--- config.mk ---
export PLATFORM = sky130hd
export DESIGN_NAME = logs_prog_divider
export DESIGN_NICKNAME = d
export VERILOG_FILES = /design/src/rtl/logs_prog_divider.sv
export SDC_FILE = /design/constraint.sdc
export NUM_CORES = 1
export LEC_CHECK = 0
export ABC_AREA = 0
export ABC_CLOCK_PERIOD_IN_PS = 3200
export CORE_UTILIZATION = 28
export CTS_CLUSTER_SIZE = 25
export DETAILED_ROUTE_END_ITERATION = 8
export PLACE_DENSITY = 0.58
export SLEW_MARGIN = 20
export SYNTH_ARGS = -nofsm -noshare
export SYNTH_HDL_FRONTEND = slang
export SYNTH_SLANG_ARGS = --single-unit
--- constraint.sdc ---
create_clock -name clk -period 3.2 [get_ports clk]
set_input_delay 0.48 -clock clk [delete_from_list [all_inputs] [get_ports clk]]
set_output_delay 0.48 -clock clk [all_outputs]
set_load 0.03 [all_outputs]
--- src/rtl/logs_prog_divider.sv ---
// Programmable clock-enable divider: one-cycle tick per N-cycle period and a square wave.
// A newly loaded divisor waits for a period boundary, or applies at once while stopped or cleared.
module logs_prog_divider #(
    parameter int WIDTH       = 8,
    parameter int DEFAULT_DIV = 4
) (
    input  logic             clk,
    input  logic             rst_n,
    input  logic             en,
    input  logic             sync_clr,
    input  logic             div_load,
    input  logic [WIDTH-1:0] div_in,
    output logic             tick,
    output logic             sq,
    output logic             pending,
    output logic [WIDTH-1:0] count,
    output logic [WIDTH-1:0] div_cur
);

    localparam logic [WIDTH-1:0] RESET_DIV = WIDTH'(DEFAULT_DIV);
    localparam logic [WIDTH-1:0] ONE       = {{(WIDTH-1){1'b0}}, 1'b1};

    logic [WIDTH-1:0] counter_reg, counter_next;
    logic [WIDTH-1:0] cur_div_reg, cur_div_next;
    logic [WIDTH-1:0] pend_div_reg, pend_div_next;
    logic             pend_reg, pend_next;
    logic             tick_reg, tick_next;
    logic             sq_reg, sq_next;

    logic [WIDTH-1:0] div_in_clamped;
    logic [WIDTH:0]   half_div;
    logic             wrap;
    logic             apply;

    // A zero divisor would never wrap; treat it as divide-by-one.
    assign div_in_clamped = (div_in == '0) ? ONE : div_in;
    assign half_div       = ({1'b0, cur_div_reg} + {{WIDTH{1'b0}}, 1'b1}) >> 1;
    assign wrap           = (counter_reg >= (cur_div_reg - ONE));

    always_comb begin
        counter_next  = counter_reg;
        cur_div_next  = cur_div_reg;
        pend_div_next = pend_div_reg;
        pend_next     = pend_reg;
        tick_next     = tick_reg;
        sq_next       = sq_reg;
        apply         = 1'b0;

        if (sync_clr) begin
            counter_next = '0;
            tick_next    = 1'b0;
            sq_next      = 1'b0;
            apply        = pend_reg;
        end else if (!en) begin
            tick_next = 1'b0;
            if (pend_reg) begin
                counter_next = '0;
                apply        = 1'b1;
            end
        end else begin
            tick_next = (counter_reg == '0);
            sq_next   = ({1'b0, counter_reg} < half_div);
            if (wrap) begin
                counter_next = '0;
                apply        = pend_reg;
            end else begin
                counter_next = counter_reg + ONE;
            end
        end

        if (apply) begin
            cur_div_next = pend_div_reg;
            pend_next    = 1'b0;
        end

        // A load on the same edge as an apply is kept for the next opportunity.
        if (div_load) begin
            pend_div_next = div_in_clamped;
            pend_next     = 1'b1;
        end
    end

    always_ff @(posedge clk) begin
        if (!rst_n) begin
            counter_reg  <= '0;
            cur_div_reg  <= RESET_DIV;
            pend_div_reg <= RESET_DIV;
            pend_reg     <= 1'b0;
            tick_reg     <= 1'b0;
            sq_reg       <= 1'b0;
        end else begin
            counter_reg  <= counter_next;
            cur_div_reg  <= cur_div_next;
            pend_div_reg <= pend_div_next;
            pend_reg     <= pend_next;
            tick_reg     <= tick_next;
            sq_reg       <= sq_next;
        end
    end

    assign tick    = tick_reg;
    assign sq      = sq_reg;
    assign pending = pend_reg;
    assign count   = counter_reg;
    assign div_cur = cur_div_reg;

endmodule

; After elaboration in Yosys (flattened, before gate mapping)
; Cells that the tools add are included.
[word_totals]
reg_bits = 27
latch_bits = 0
ramBits = 0
rom_bits = 0
in_bits = 13
out_inout_bits = 19
elab_cells = 29
n_memories = 0
[classes]
add_sub_neg = 3
mul = 0
div = 0
order_cmp = 2
eq_ne = 0
shift = 0
n_mux = 10
bitwise_logic = 2
n_reduce_logical = 6
[op_table]
columns = op, count
row1 = $mux W8, 4
row2 = $logic_not A8 Y1, 2
row3 = $add A8 B1 Y9 const B, 1
row4 = $add A8 B1 Y8 const B, 1
row5 = $ge A8 B8 Y1, 1
row6 = $lt A8 B8 Y1, 1
row7 = $sub A8 B1 Y8 const B, 1
row8 = $mux W1, 6
row9 = $reduce_bool A2 Y1, 2
row10 = $reduce_or A3 Y1, 1
row11 = $not A1 Y1, 2
row12 = $reduce_or A2 Y1, 1

; Longest topological paths before layout
; Gate-level depths: netlist (run 1).
[logic_depth]
depth_word = 7
depth_mapped = 10
mapped_depth_nobuf = 10

; Worst setup path before layout (run 1)
; OpenSTA, ideal clock, no wires.
[synth_timing]
kind = register to register
start = register cur_div_reg[2] (netlist: div_cur[2])
end = register cur_div_reg[0] (netlist: div_cur[0])
t_arrival_ns = 2.441
slack_ns = 0.687
path_stages_with_launch = 11
synth_period_minus_slack_ns = 2.513
path_cell_list = dfxtp_1 -> clkbuf_1 -> nor4_1 -> nand2_1 -> xor2_1 -> ha_1 -> nand3_1 -> and4b_1 -> buf_6 -> a31oi_4 -> mux2i_1
[synth_between]
elab_chain_cells = 5
[synth_lines]
columns = item, line_no
row1 = start: declaration, 24  ; logic [WIDTH-1:0] cur_div_reg, cur_div_next;
row2 = start signal: assignment, 93  ; cur_div_reg <= cur_div_next;
row3 = $sub A8 B1 Y8, 38  ; assign wrap = (counter_reg >= (cur_div_reg - ONE));
row4 = $ge A8 B8 Y1, 38
row5 = $mux W1, 63  ; if (wrap) begin
row6 = $mux W1, 54  ; end else if (!en) begin
row7 = $mux W1, 49  ; if (sync_clr) begin
; Every way passes these cells.
; A chain may end at the register's enable or synchronous reset.

; Worst setup path in the final report (run 1)
[layout_timing]
start = register cur_div_reg[2] (netlist: div_cur[2])
end = register cur_div_reg[5] (netlist: div_cur[5])
; The elaborated chain is that of the path after synthesis.

==> results.cfg, run 1 <==
[final_layout]
final_nets = 269
layout-area-overhead-vs-synth_pct = 22.9
fin_cells = 311
nFillCells = 661
layout-drive-gt1-share_pct = 4.24
antenna_cells = 0

[critical_path]
worst_setup_path_end_kind = flip-flop
crit_type = flip-flop to flip-flop
crit_fanout = 10
worst_r2r_path_depth = 8
arrival_ps = 2750
rr_endpoint = div_cur[5]$_SDFFE_PN0P_
crit_required_ps = 3420
startpoint_type = flip-flop
r2r_start = div_cur[2]$_SDFFE_PN1P_
r2r_setup_slack_ps = 670

[timing]
tns_ps = 0
final-max-slew-violation-count = 0
tightest_slew_ps = 668
period_share_pct = 79.1
maxSlewHeadroom_pct = 55.1
hold_viol_final = 0
min_period_ps = 2530
fmax_mhz = 395
finalSetupViolCount = 0
rsz0062_at_grt = no
skew_ps = 13.3

[placed_design]
place_congestion = 0.791
dp.cells = 307
place_hpwl_um = 3130
io_buffers = 31

[detailed_routing]
drt_iter0_markers = 76
wl_per_cell_um = 13.5
via_count = 1563
met3WireLength_um = 184
top_layer_used = met4
wl_met2_um = 1870
first_pass_iters = 4
final_antenna_net_count = 0
drt-met1-wl_um = 2100
routed_wl_um = 4200
drc = 0
vias_per_cell = 5.03

[synth]
seq_area_frac_synth_pct = 30.3
ys_ff_latch = 27
synth_fp_nets = 244
synthArstFlopShare_pct = 0
syn_inst = 212
ys_warn_count = 0
syn_area_per_cell_um2 = 8.41
synth_edf_count = 0
ys.flop_type = dfxtp_1
netlist_area_um2 = 1780
synth.distinct_cells = 38

[floorplan]
initial_core_util_pct = 29.6
dieHeight_um = 81.8
core_um2 = 6030
ios = 32
fp.dieW_um = 81.8
dieArea_um2 = 6690
row_count = 28

[power]
p_int_w = 0.000493
switching_power_w = 0.000190
power_density_nw_per_um2 = 312
p_leak_nw = 0.805
swShare_pct = 27.8
p_comb_share_pct = 16.7
seqPwrFrac_pct = 52.7
peakVddDrop_uv = 148
clockPowerShare_pct = 30.6

[clocking]
hold_buffers = 0
root_buffer = clkbuf_8
cts_buffers = 3
post_cts_buffers = 0
clk_latency_ps = 280
cts.sinks = 27
cts.reportedPaths.clkPinSlew_ps = 110
htree_levels = 1
clk_path_buf_depth = 2
cts_tree = done
cts_resized = 0

[min_path]
hold_path_end = div_cur[0]$_SDFFE_PN0P_
hold_depth = 2
hold_start = pend_div_reg[0]$_SDFFE_PN0P_
hp-class = flip-flop to flip-flop

[flow_run]
max_cap_violations = 0

[grt]
grt_pass1_wl_um = 6850
grt_pass1_vias = 1425
grtUsageTotal_pct = 13.3
antenna_found_initial = 0
grt_start_max_net_pins = 26
grt_overflow = 0

[outcome]
status = complete, no violations
-- worst max-delay path by stage --
stage                                  from                       to  depth (start not counted)
global placement    div_cur[2]$_SDFFE_PN1P_  div_cur[7]$_SDFFE_PN0P_                          8
CTS                 div_cur[2]$_SDFFE_PN1P_  div_cur[5]$_SDFFE_PN0P_                          8
detailed placement  div_cur[2]$_SDFFE_PN1P_  div_cur[5]$_SDFFE_PN0P_                          8
floorplan           div_cur[2]$_SDFFE_PN1P_  div_cur[0]$_SDFFE_PN0P_                         10
global route        div_cur[0]$_SDFFE_PN0P_    count[7]$_SDFFE_PP0P_                          9
finish              div_cur[2]$_SDFFE_PN1P_  div_cur[5]$_SDFFE_PN0P_                          8
-- kinds of logic (layout without fill, tap and decap cells) --
kind of cell               count (synthesis)  after routing  share of synthesized area (%)
AOI/OAI and AO/OA                         30             30                           12.1
xor gates and xnor gates                  14             14                           6.88
adders and majority gates                 19             19                           13.3
buffers and inverters                     20             44                           4.70
DFF                                       27             27                           30.3
muxes                                     16             16                           8.98
and+or+nand+nor                           86             86                           23.7
-- cell usage after synthesis (all sizes together), types with 8 or more instances --
master	n	share of area [%]
dfxtp	27	30
nand3	10	2.8
nor3	10	2.8
mux2i	16	9.0
ha	19	13
clkbuf	9	1.9
nor2	11	2.3
nor2b	11	3.9
o21ai	9	2.5
nand2	30	6.3
inv	8	1.7
xor2	8	3.9
-- through the flow --
| step | hold slack (ps) | utilization, % | worst slack, ps | total power (W) | instance area [µm²] |
|---|---|---|---|---|---|
| after floorplan | 435 | - | 687 | 0.000440 | 1780 |
| after global placement | 446 | 35.5 | 795 | 0.000481 | 2140 |
| after detailed placement | 455 | 35.5 | 721 | 0.000482 | 2140 |
| after CTS | 473 | 36.4 | 662 | 0.000694 | 2190 |
| after global routing | 491 | 36.4 | 449 | 0.000724 | 2190 |
| final | 472 | 36.4 | 670 | 0.000683 | 2190 |
-- final cells by class --
class                   instances  area, µm²  area share (%)
flip-flops and latches         27        541            24.7
multi-input cells             165       1160            52.9
inverters                       8       30.0            1.37
repair buffers                 32        318            14.5
clock buffers                   3       41.3            1.88
clock inverters                 1       8.76           0.400
well taps                      75       93.8            4.28
-- worst max-delay path, cell delays in order (launching register included) --
cell and delay [ps]:
dfxtp_1 430, nor4_1 390, nand2_1 110, xor2_1 160, ha_1 310, nand3_1 100
and4b_1 280, a31oi_4 430, mux2i_1 240
-- layout by cell type, fill, tap and decap left out --
cell type / Yosys / routed
nor3_1: 10 / 10
and3_1: 1 / 1
o31ai_2: 1 / 1
inv_6: 0 / 1
xor2_1: 8 / 8
xnor2_1: 6 / 6
nor4_1: 4 / 4
nor4b_1: 1 / 1
clkbuf_8: 0 / 3
o211ai_1: 1 / 1
nand4_1: 3 / 3
dfxtp_1: 27 / 27
o211ai_2: 1 / 1
a41oi_1: 1 / 1
o21ba_2: 1 / 1
a31oi_1: 2 / 2
inv_1: 8 / 8
mux2i_1: 16 / 16
ha_1: 19 / 19
a31oi_4: 1 / 1
clkdlybuf4s50_1: 0 / 31
buf_4: 0 / 1
a21oi_1: 6 / 6
or4_1: 1 / 1
nor2_1: 11 / 11
and4b_1: 1 / 1
and3_2: 1 / 1
nand2b_1: 1 / 1
a32oi_1: 3 / 3
a211o_1: 1 / 1
o22ai_1: 1 / 1
nor2b_1: 11 / 11
o21ai_0: 9 / 9
nand2_1: 30 / 30
a22oi_1: 1 / 1
nand4b_1: 1 / 1
a21o_1: 1 / 1
nand3_1: 10 / 10
-- power by group through the flow --
stage | logic, W | clock network [W] | registers, W
floorplan | 0.0000674 | 0 | 0.000373
global placement | 0.000113 | 0 | 0.000368
detailed placement | 0.000114 | 0 | 0.000368
CTS | 0.000115 | 0.000219 | 0.000360
global route | 0.000125 | 0.000237 | 0.000362
finish | 0.000114 | 0.000209 | 0.000360
-- per-layer routing --
metal	vias to the layer above	global-route usage (%)
li1	797	-
met1	718	17.8
met2	42	21.3
met3	6	3.33
met4	0	3.33
met5	-	0
Power figures use the tool's default switching activity.
==> run 2, diff against run 1 <==
--- a/config.mk
+++ b/config.mk
@@ -6,11 +6,11 @@
 export NUM_CORES = 1
 export LEC_CHECK = 0
 export ABC_AREA = 0
-export ABC_CLOCK_PERIOD_IN_PS = 3200
+export ABC_CLOCK_PERIOD_IN_PS = 2200
 export CORE_UTILIZATION = 28
 export CTS_CLUSTER_SIZE = 25
 export DETAILED_ROUTE_END_ITERATION = 8
-export PLACE_DENSITY = 0.58
+export PLACE_DENSITY = 0.6
 export SLEW_MARGIN = 20
 export SYNTH_ARGS = -nofsm -noshare
 export SYNTH_HDL_FRONTEND = slang
==> constraint.sdc (replaced) <==
create_clock -name clk -period 2.2 [get_ports clk]
set_input_delay 0.33 -clock clk [delete_from_list [all_inputs] [get_ports clk]]
set_output_delay 0.33 -clock clk [all_outputs]
set_load 0.03 [all_outputs]
==> results.cfg, run 2 (synthesis gave the netlist of run 1 again) <==
[final_layout]
layout-area-overhead-vs-synth_pct = 43.6
antenna_cells = 0
fin_cells = 343
final_area_um2 = 2560
utilization_pct = 42.5
final_common_cell = clkdlybuf4s50_1
layout-drive-gt1-share_pct = 22.8
final_cell_mix = 31 x clkdlybuf4s50_1, 30 x buf_4, 29 x nand2_1
final_nets = 301

[floorplan]
dieArea_um2 = 6690
row_count = 28
fp.dieW_um = 81.8
core_um2 = 6030
dieHeight_um = 81.8
ios = 32
initial_core_util_pct = 29.6

[critical_path]
crit_fanout = 8
crit_type = flip-flop to flip-flop
startpoint_type = flip-flop
arrival_ps = 2490
worst_r2r_path_depth = 10
worst_setup_path_end_kind = flip-flop
crit_required_ps = 2410

[power]
p_int_w = 0.000737
switching_power_w = 0.000283
swShare_pct = 27.7
p_total_w = 0.00102
power_density_nw_per_um2 = 398
seqPwrFrac_pct = 50.5
p_leak_nw = 0.983
peakVddDrop_uv = 322
p_comb_share_pct = 20.8
clockPowerShare_pct = 28.7

[timing]
finalSetupViolCount = 13
fmax_mhz = 439
min_period_ps = 2280
skew_ps = 2.66
tightest_slew_ps = 552
period_share_pct = 104
hold_viol_final = 0
final-max-slew-violation-count = 0
rsz0062_at_grt = yes
fin_ws_ps = -78.8
maxSlewHeadroom_pct = 63.1

[placed_design]
placed_area_um2 = 2380
place_hpwl_um = 3530
dp.cells = 334
io_buffers = 31
pre_cts_slack_ps = -54.5
place_congestion = 0.812

[detailed_routing]
wl_per_cell_um = 13.4
final_antenna_net_count = 0
routed_wl_um = 4590
first_pass_iters = 4
drc = 0
vias_per_cell = 4.90
drt_iter0_markers = 78
via_count = 1679

[min_path]
hp-class = flip-flop to flip-flop
hold_depth = 2

[clocking]
cts.sinks = 27
cts_buffers = 3
root_buffer = clkbuf_8
clk_path_buf_depth = 2
hold_buffers = 0
cts_tree = done
htree_levels = 1
clk_latency_ps = 270
cts.reportedPaths.clkPinSlew_ps = 100

[grt]
grt.met3_usage_pct = 4.00
grt_pass1_wl_um = 7360
grtUsageTotal_pct = 14.5
grt_start_max_net_pins = 26
grt_pass1_vias = 1534
gr-max-usage-layer = met2
antenna_found_initial = 0
met2_usage_pct = 24.4
grt_use_met1_pct = 18.4
grt_overflow = 0

[outcome]
failed_checks = negative setup slack
status = complete, but fails checks

[flow_run]
max_cap_violations = 0
## run 2: changes by cell type in the layout (fill, tap and decap cells not counted), sizes merged
cell / change
clkinvlp: +1
buf: +32
inv: -1
## run 2: routing by layer
metal	vias to the layer above	wire (µm)	part of all wire (%)
li1	864	-	-
met1	752	2070	45
met2	57	2100	46
met3	6	350	7.6
met4	0	68	1.5
met5	-	0	0
## run 2: power groups by stage
| stage | Sequential [W] | Combinational, W | Clock (W) |
|---|---|---|---|
| floorplan | 0.000541 | 0.000101 | 0 |
| global placement | 0.000527 | 0.000194 | 0 |
| detailed placement | 0.000528 | 0.000196 | 0 |
| CTS | 0.000515 | 0.000199 | 0.000303 |
| global route | 0.000519 | 0.000230 | 0.000322 |
| finish | 0.000516 | 0.000212 | 0.000293 |
## run 2: worst max-delay path, stage by stage (launching register included)
cell     delay (ps)
dfxtp_4         370
nor4_4          280
nand2_1         100
xor2_1          150
ha_1            340
nand2_1          90
buf_4           140
and4b_2         250
a31oi_4         170
buf_12          150
mux2i_1         170
## run 2: timing repair
action,CTS,global route
gates resized for setup,7,19
hold endpoints to repair,0,0
pin swaps,8,7
endpoints found under the setup margin,12,18
cloned,0,0
setup buffers,2,3
## run 2: final timing paths
path / start / endpoint / slack (ps)
worst min-delay path: pend_div_reg[0]$_SDFFE_PN0P_ / div_cur[0]$_SDFFE_PN0P_ / 460
worst min register to register: pend_div_reg[0]$_SDFFE_PN0P_ / div_cur[0]$_SDFFE_PN0P_ / 460
worst max-delay path: div_cur[2]$_SDFFE_PN1P_ / div_cur[6]$_SDFFE_PN0P_ / -80
worst max register to register: div_cur[2]$_SDFFE_PN1P_ / div_cur[6]$_SDFFE_PN0P_ / -80
## run 2: area by class of cell
type / count / area [µm²]
clock inverter: 1 / 7.51
multi-input combinational: 165 / 1250
fill: 614 / 3470
sequential: 27 / 554
tap: 75 / 93.8
inverter: 8 / 30.0
clock buffer: 3 / 41.3
timing repair buffer: 64 / 578
## run 2: per-stage QoR
step                hold slack, ps  setup TNS (ps)
finish                         456            -706
floorplan                      427            -649
global placement               437               0
CTS                            459            -614
detailed placement             446            -425
global route                   491           -2180
